==> src/rtl/score_bcd_tracker_if.sv <==
// Score display bus: binary score and clear request in, packed-BCD and best-score status out.
interface score_bcd_tracker_if #(
    parameter int W      = 32,
    parameter int DIGITS = 8
);
    logic [W-1:0]          score;
    logic                  clear_best;
    logic [4*DIGITS-1:0]   bcd_cur;
    logic [4*DIGITS-1:0]   bcd_best;
    logic [W-1:0]          best_score;
    logic                  busy;
    logic                  done;
    logic                  new_best;

    modport master (
        output score, clear_best,
        input  bcd_cur, bcd_best, best_score, busy, done, new_best
    );

    modport slave (
        input  score, clear_best,
        output bcd_cur, bcd_best, best_score, busy, done, new_best
    );
endinterface

==> src/rtl/score_bcd_tracker.sv <==
// Sequential binary-to-BCD converter (double dabble, one bit per clock) that also
// tracks the best score seen and flags when it is beaten.
module score_bcd_tracker #(
    parameter int W      = 32,
    parameter int DIGITS = 8
) (
    input  logic                clk,
    input  logic                rst_n,
    score_bcd_tracker_if.slave  bus
);

    localparam int CNT_W = (W > 1) ? $clog2(W) : 1;

    function automatic logic [63:0] pow10(input int n);
        logic [63:0] r;
        r = 64'd1;
        for (int i = 0; i < n; i++) r = r * 64'd10;
        return r;
    endfunction

    localparam logic [63:0] MAX_VAL = pow10(DIGITS) - 64'd1;

    typedef enum logic [1:0] {IDLE, CONV, DONE} state_t;

    // One double-dabble step: correct every digit >= 5, then shift in the next binary bit.
    function automatic logic [4*DIGITS-1:0] dabble_step(input logic [4*DIGITS-1:0] acc,
                                                        input logic               bit_in);
        logic [4*DIGITS-1:0] adj;
        adj = acc;
        for (int i = 0; i < DIGITS; i++) begin
            if (acc[4*i +: 4] >= 4'd5) adj[4*i +: 4] = acc[4*i +: 4] + 4'd3;
        end
        return {adj[4*DIGITS-2:0], bit_in};
    endfunction

    function automatic logic [4*DIGITS-1:0] saturate(input logic [W-1:0]        val,
                                                     input logic [4*DIGITS-1:0] acc);
        if (64'(val) > MAX_VAL) return {DIGITS{4'h9}};
        return acc;
    endfunction

    state_t                state_q,    state_d;
    logic [W-1:0]          last_q,     last_d;
    logic [W-1:0]          shift_q,    shift_d;
    logic [4*DIGITS-1:0]   acc_q,      acc_d;
    logic [CNT_W-1:0]      cnt_q,      cnt_d;
    logic [4*DIGITS-1:0]   cur_q,      cur_d;
    logic [4*DIGITS-1:0]   bbcd_q,     bbcd_d;
    logic [W-1:0]          best_q,     best_d;
    logic                  busy_q,     busy_d;
    logic                  done_q,     done_d;
    logic                  newb_q,     newb_d;

    always_ff @(posedge clk or negedge rst_n) begin
        if (!rst_n) begin
            state_q <= IDLE;
            last_q  <= '0;
            shift_q <= '0;
            acc_q   <= '0;
            cnt_q   <= '0;
            cur_q   <= '0;
            bbcd_q  <= '0;
            best_q  <= '0;
            busy_q  <= 1'b0;
            done_q  <= 1'b0;
            newb_q  <= 1'b0;
        end else begin
            state_q <= state_d;
            last_q  <= last_d;
            shift_q <= shift_d;
            acc_q   <= acc_d;
            cnt_q   <= cnt_d;
            cur_q   <= cur_d;
            bbcd_q  <= bbcd_d;
            best_q  <= best_d;
            busy_q  <= busy_d;
            done_q  <= done_d;
            newb_q  <= newb_d;
        end
    end

    always_comb begin
        state_d = state_q;
        last_d  = last_q;
        shift_d = shift_q;
        acc_d   = acc_q;
        cnt_d   = cnt_q;
        cur_d   = cur_q;
        bbcd_d  = bbcd_q;
        best_d  = best_q;
        busy_d  = busy_q;
        done_d  = 1'b0;
        newb_d  = 1'b0;

        case (state_q)
            IDLE: begin
                if (bus.score != last_q) begin
                    last_d  = bus.score;
                    shift_d = bus.score;
                    acc_d   = '0;
                    cnt_d   = '0;
                    busy_d  = 1'b1;
                    state_d = CONV;
                end
            end
            CONV: begin
                acc_d   = dabble_step(acc_q, shift_q[W-1]);
                shift_d = shift_q << 1;
                cnt_d   = cnt_q + 1'b1;
                if (cnt_q == CNT_W'(W - 1)) state_d = DONE;
            end
            DONE: begin
                cur_d   = saturate(last_q, acc_q);
                done_d  = 1'b1;
                busy_d  = 1'b0;
                state_d = IDLE;
                if (last_q > best_q) begin
                    best_d = last_q;
                    bbcd_d = cur_d;
                    newb_d = 1'b1;
                end
            end
            default: state_d = IDLE;
        endcase

        // A clear on the completing edge overrides any best-score update from it.
        if (bus.clear_best) begin
            best_d = '0;
            bbcd_d = '0;
            newb_d = 1'b0;
        end
    end

    assign bus.bcd_cur    = cur_q;
    assign bus.bcd_best   = bbcd_q;
    assign bus.best_score = best_q;
    assign bus.busy       = busy_q;
    assign bus.done       = done_q;
    assign bus.new_best   = newb_q;

endmodule

==> src/flat_wrapper.sv <==
// flat-port wrapper written by rule: the top's interface ports become plain ports
module score_bcd_tracker_flat 
#(
    parameter int W      = 32,
    parameter int DIGITS = 8
)
  (clk, rst_n, bus_score, bus_clear_best, bus_bcd_cur, bus_bcd_best, bus_best_score, bus_busy, bus_done, bus_new_best);
  score_bcd_tracker_if #(.W(W), .DIGITS(DIGITS)) bus_i ();
  input  logic clk;
  input  logic rst_n;
  input wire logic [$bits(bus_i.score)-1:0] bus_score;
  input wire logic [$bits(bus_i.clear_best)-1:0] bus_clear_best;
  output wire logic [$bits(bus_i.bcd_cur)-1:0] bus_bcd_cur;
  output wire logic [$bits(bus_i.bcd_best)-1:0] bus_bcd_best;
  output wire logic [$bits(bus_i.best_score)-1:0] bus_best_score;
  output wire logic [$bits(bus_i.busy)-1:0] bus_busy;
  output wire logic [$bits(bus_i.done)-1:0] bus_done;
  output wire logic [$bits(bus_i.new_best)-1:0] bus_new_best;
  assign bus_i.score = bus_score;
  assign bus_i.clear_best = bus_clear_best;
  assign bus_bcd_cur = bus_i.bcd_cur;
  assign bus_bcd_best = bus_i.bcd_best;
  assign bus_best_score = bus_i.best_score;
  assign bus_busy = bus_i.busy;
  assign bus_done = bus_i.done;
  assign bus_new_best = bus_i.new_best;
  score_bcd_tracker #(.W(W), .DIGITS(DIGITS)) u_core (.clk(clk), .rst_n(rst_n), .bus(bus_i));
endmodule
==> config.mk <==
export PLATFORM = sky130hd
export DESIGN_NAME = score_bcd_tracker_flat
export DESIGN_NICKNAME = d
export VERILOG_FILES = /design/src/rtl/score_bcd_tracker_if.sv /design/src/rtl/score_bcd_tracker.sv /design/src/flat_wrapper.sv
export SDC_FILE = /design/constraint.sdc
export NUM_CORES = 1
export LEC_CHECK = 0
export ABC_AREA = 1
export CORE_UTILIZATION = 45
export DETAILED_ROUTE_END_ITERATION = 8
export PLACE_DENSITY_LB_ADDON = 0.2
export SYNTH_ARGS = -nofsm -noshare
export SYNTH_HDL_FRONTEND = slang
export SYNTH_SLANG_ARGS = --single-unit
==> constraint.sdc <==
create_clock -name clk -period 4 [get_ports clk]
set_clock_uncertainty 0.05 [all_clocks]
set_input_delay 0.8 -clock clk [delete_from_list [all_inputs] [get_ports clk]]
set_output_delay 0.8 -clock clk [all_outputs]
set_load 0.03 [all_outputs]
=== Word level (Yosys, flattened, before mapping) ===
Index checks and enable logic that the tools add are counted.

* Shifts and indexed selects: 0
* Bitwise gates (word level): 0
* Add/sub/neg operators: 9
* Multiplexer cells: 33
* $lt $le $gt $ge: 10
* Multiply operators: 0
* Reductions and logical operators: 10
* Div/mod/pow operators: 0
* Equality and inequality tests: 6

{| class="wikitable"
|+ Operators by type and width
! kind !! count
|-
| 2-to-1 mux 32 bit || 10
|-
| case mux 32 bit (2 select lines) || 2
|-
| >= comparator 4 x 3 -> 1 bit, second input constant || 8
|-
| greater-than comparator 32 x 27 -> 1 bit, second input constant || 1
|-
| greater-than comparator 32 bit || 1
|-
| inequality test 32 bit || 1
|-
| adder 4 x 2 -> 4 bit, second input constant || 7
|-
| 2-to-1 mux 4 bit || 7
|-
| case mux 5 bit (2 select lines) || 1
|-
| AND reduction 2 bit || 5
|-
| nonzero test 2 bit || 4
|-
| 2-to-1 mux 1 bit || 7
|-
| adder 5 x 1 -> 5 bit, second input constant || 1
|-
| equality test 5 bit, second input constant || 1
|-
| 2-to-1 mux 5 bit || 1
|-
| 2-to-1 mux 2 bit || 2
|-
| inequality test 2 x 1 -> 1 bit, second input constant || 2
|-
| case mux 2 bit (2 select lines) || 1
|-
| adder 3 x 2 -> 3 bit, second input constant || 1
|-
| 2-to-1 mux 3 bit || 1
|-
| equality test 2 x 1 -> 1 bit, second input constant || 1
|-
| equality test 2 bit, second input constant || 1
|-
| zero test 2 bit || 1
|-
| case mux 1 bit (2 select lines) || 1
|}

* ROM bits: 0
* Register bits after elaboration: 202
* Latch bits: 0
* Bits in writable memories: 0
* Bits of input ports: 35
* Memories: 0
* Output and inout bits: 99

=== Longest topological paths before layout ===
* Word-level depth: 7
* Depth in mapped cells: 18
* Mapped depth without buffers: 16

=== Worst setup path before layout ===
Ideal clock, no wire load.

* Path kind: reg2reg
* Start: register u_core.best_q[7] (netlist: u_core.bus.best_score[7])
* End: register u_core.best_q[1] (netlist: u_core.bus.best_score[1])
* Library setup time: 66 ps
* Cell stages (with the launch flop): 15
* Setup slack: 1,973 ps
* Arrival time: 1,910 ps
* Path buffers: 2
* Period minus slack after synthesis: 2,027 ps
* Cells stage by stage: dfrtp_1 inv_1 ha_1 a21o_1 nor2_1 nand2_1 nand2_1 nand2_1 nand2_1 nand2_1 nand2_1 buf_2 buf_2 nand3_1 nand2_1

* Word-level cells in the longest chain between the ends: 3

{| class="wikitable"
|+ RTL lines
! what !! RTL line !! text
|-
| start: declaration || score_bcd_tracker.sv:49 || <nowiki>logic [W-1:0] best_q, best_d;</nowiki>
|-
| start signal: assignment || score_bcd_tracker.sv:75 || <nowiki>best_q <= best_d;</nowiki>
|-
| greater-than comparator 32 bit || score_bcd_tracker.sv:117 || <nowiki>if (last_q > best_q) begin</nowiki>
|-
| nonzero test 2 bit (no source line) || -- ||
|-
| AND reduction 2 bit (no source line) || -- ||
|}

No other way between the ends.
A chain may end at the register's enable or synchronous reset.

=== Final worst setup path ===
* Start: register u_core.last_q[27]
* End: register u_core.bbcd_q[3] (netlist: u_core.bus.bcd_best[3])

* Word-level cells in the longest chain between the ends: 7
* Elaborated cells between the ends (all ways): 10

{| class="wikitable"
|+ RTL lines
! what !! RTL line !! text
|-
| start: declaration || score_bcd_tracker.sv:43 || <nowiki>logic [W-1:0] last_q, last_d;</nowiki>
|-
| start signal: assignment || score_bcd_tracker.sv:69 || <nowiki>last_q <= last_d;</nowiki>
|-
| greater-than comparator 32 x 27 -> 1 bit || score_bcd_tracker.sv:38 || <nowiki>if (64'(val) > MAX_VAL) return {DIGITS{4'h9}};</nowiki>
|-
| 2-to-1 mux 1 bit || score_bcd_tracker.sv:38 ||
|-
| 2-to-1 mux 1 bit || score_bcd_tracker.sv:95 || <nowiki>case (state_q)</nowiki>
|-
| 2-to-1 mux 32 bit || score_bcd_tracker.sv:39 || <nowiki>return acc;</nowiki>
|-
| 2-to-1 mux 32 bit || score_bcd_tracker.sv:117 ||
|-
| 2-to-1 mux 32 bit || score_bcd_tracker.sv:95 ||
|-
| 2-to-1 mux 32 bit || score_bcd_tracker.sv:127 || <nowiki>if (bus.clear_best) begin</nowiki>
|-
| end signal: assignment || score_bcd_tracker.sv:62 || <nowiki>bbcd_q <= '0;</nowiki>
|-
| end signal: assignment || score_bcd_tracker.sv:74 || <nowiki>bbcd_q <= bbcd_d;</nowiki>
|-
| end: declaration || score_bcd_tracker.sv:48 || <nowiki>logic [4*DIGITS-1:0] bbcd_q, bbcd_d;</nowiki>
|}

Several ways; a longest one is shown, not always the timed one. The select of a mux whose other input is x is not followed.

==> results by group <==
Logic synthesis
  • Sequential area share after synthesis: 47.8%
  • EDFF count, synth: 0
  • Post-synth ARST share: 100%
  • YS warnings: 0
  • Commonest cells post-synth: nand2_1 (365), nand3_1 (219), dfrtp_1 (202)
  • Most frequent cell after synthesis: nand2_1
  • Primary FF master, synth: dfrtp_1
  • Share of the synthesized area in the top cell type: 47.8%
  • Syn_area_per_cell: 8.17 um^2
  • Mapped Nets: 1379
  • Area leader, netlist: dfrtp_1
  • Synth Instances: 1294
  • Cell Area, Synth: 10600 um^2
  • Yosys reg bits: 202
  • Post-synthesis cell type count: 34
  • Top cells by area, synth: dfrtp_1 (48%), nand2_1 (13%), nand3_1 (10%)

Routing
  • Final WL: 27700 um
  • DRC viols: 0
  • Max Used Layer: met4
  • WL met3: 1330 um
  • TritonRoute pass-1 iters: 7
  • Drt initial violations: 518
  • Met2 wire len: 12600 um
  • Wire length on met1: 13400 um
  • Vias after detailed routing: 9185
  • Wire per inst: 16.0 um
  • Antenna viol nets, final: 0
  • Vias per cell: 5.33

Finish
  • Area occupied by multi-input gates: 4760 um^2
  • Finished Core Util: 56.4%
  • Layout cells sized above 1: 6.59%
  • Fin area: 12900 um^2
  • Final Non-Filler Cells: 1724
  • Register area: 5050 um^2
  • # diodes: 0
  • P&R area growth vs syn: 21.9%
  • Fillers: 2128
  • # nets final: 1481

CTS
  • Number of setup buffers added after CTS: 0
  • Clock tree sinks: 202
  • CTS root buf: clkbuf_16
  • # resized after CTS: 0
  • Clock transition at the registers of the reported paths: 60 ps
  • H-tree levels: 1
  • Hold buffer count at CTS: 0
  • Cts bufs inserted: 23
  • Clk_lat worst skew: 500 ps
  • Max Buffers Root-to-Sink: 3
  • TritonCTS clock tree: built

Place
  • Placed cells: 1684
  • Cell Area, Placed: 12100 um^2
  • DP HPWL: 18500 um
  • Port Buffers: 133
  • Placer Congestion: 0.796

Timing
  • Endpoints failing setup: 0
  • Slew headroom: 32.8%
  • Fin. max-slew vios: 0
  • Final Hold Viols: 0
  • Fmax achieved: 0.355 GHz
  • Worst hold slack: 336 ps
  • Min cycle time layout: 2820 ps
  • TNS Setup: 0 ps
  • Worst-margin pin slew: 1010 ps
  • Final period util: 70.5%
  • RSZ-0062 raised after global routing: no

GRT
  • Largest net degree at the start of global routing: 105
  • First-pass GRT wire length: 45900 um
  • Remaining global-route overflow: 0
  • GRT Total Usage: 23.6%
  • Initial antenna violation count: 0
  • Vias in the first global route: 8693

Floorplan
  • Die W: 155 um
  • Chip height: 155 um
  • Die Area: 24100 um^2
  • Row count: 55
  • Core Box Area: 22800 um^2
  • Initial Util: 46.2%
  • # IOs: 134

Setup path
  • Worst EP required: 4380 ps
  • CP startpoint kind: flop
  • Crit end category: flop
  • Crit path max fanout: 39
  • Critical Setup Path Class: reg -> reg
  • WP data arrival: 3200 ps

Power and ir drop
  • Peak supply drop: 0.290 mV
  • Cell Pwr Density: 437 nW/um^2
  • Leak: 0.00616 uW

Run
  • # Max-Cap Violations: 0

Run status
  • Status: finished, final reports clean

Min path
  • HP Class: in -> async
-- metrics by stage --
step / power, uW / worst slack (ps)
global placement: 3580 / 933
CTS: 5680 / 1200
finish: 5630 / 1180
detailed placement: 3620 / 951
global route: 5980 / 1030
floorplan: 3270 / 1970
-- routing by layer --
metal / vias to the layer above / track usage [%]
li1: 4480 / -
met1: 4452 / 34.9
met2: 222 / 37.4
met3: 31 / 2.90
met4: 0 / 4.76
met5: - / 0
-- kinds of logic after synthesis --
kind of cell	after synthesis	synth area share, %
xor gates and xnor gates	28	2.32
and+or+nand+nor	739	31.9
DFF	202	47.8
AOI/OAI and AO/OA	94	4.62
adders and majority gates	50	5.92
buffers and inverters	181	7.38
-- cell type report --
class	count	share of cell area, %
sequential	202	39.2
inverter	106	3.11
timing repair buffer	152	12.0
clock buffer	34	5.26
clock inverter	6	0.447
tap	313	3.04
multi-input combinational	911	36.9
-- path summary, 6_finish.rpt --
check | startpoint | endpoint | slack [ps] | depth (start not counted)
hold / removal | rst_n | u_core.bus.best_score[19] | 340 | 1
hold reg to reg | u_core.shift_q[31] | u_core.acc_q[0] | 430 | 2
min in group clk | u_core.shift_q[31] | u_core.acc_q[0] | 430 | 2
setup / recovery | u_core.last_q[27] | u_core.bus.bcd_best[3] | 1180 | 9
setup reg to reg | u_core.last_q[27] | u_core.bus.bcd_best[3] | 1180 | 9
max in group asynchronous | rst_n | u_core.bus.bcd_cur[17] | 2670 | 2
-- flip-flops by register name (all words and copies together), names as in the netlist --
signal,flops
u_core.acc_q,32
u_core.cnt_q,5
u_core.bus.busy,1
u_core.state_q,2
u_core.shift_q,32
u_core.bus.bcd_cur,32
u_core.bus.best_score,32
u_core.last_q,32
u_core.bus.new_best,1
u_core.bus.done,1
u_core.bus.bcd_best,32
-- worst max-delay path, stage by stage (launching register included) --
cell and delay, ps:
dfrtp_1 470, ha_1 340, nand2_1 80, nor2_1 50, nand2_1 90, nor2_1 120
a21oi_4 690, buf_4 530, nand4_1 170, nand2_1 110
-- power breakdown --
group / switching [uW] / total (uW) / internal, uW
clock: 817 / 2040 / 1230
combinational: 634 / 1060 / 430
sequential: 247 / 2520 / 2280
-- cell usage in the layout (no fill, tap or decap), types with 20 or more instances in the layout --
cell type | synthesis | routed
a21oi_1 | 37 | 36
clkbuf_16 | 0 | 23
clkdlybuf4s50_1 | 0 | 132
dfrtp_1 | 202 | 202
ha_1 | 50 | 50
inv_1 | 103 | 102
nand2_1 | 365 | 362
nand3_1 | 219 | 219
nand4_1 | 69 | 69
nor2_1 | 46 | 45
o21ai_0 | 48 | 48
xnor2_1 | 20 | 20
No activity file was read; power rests on OpenSTA's default activity.
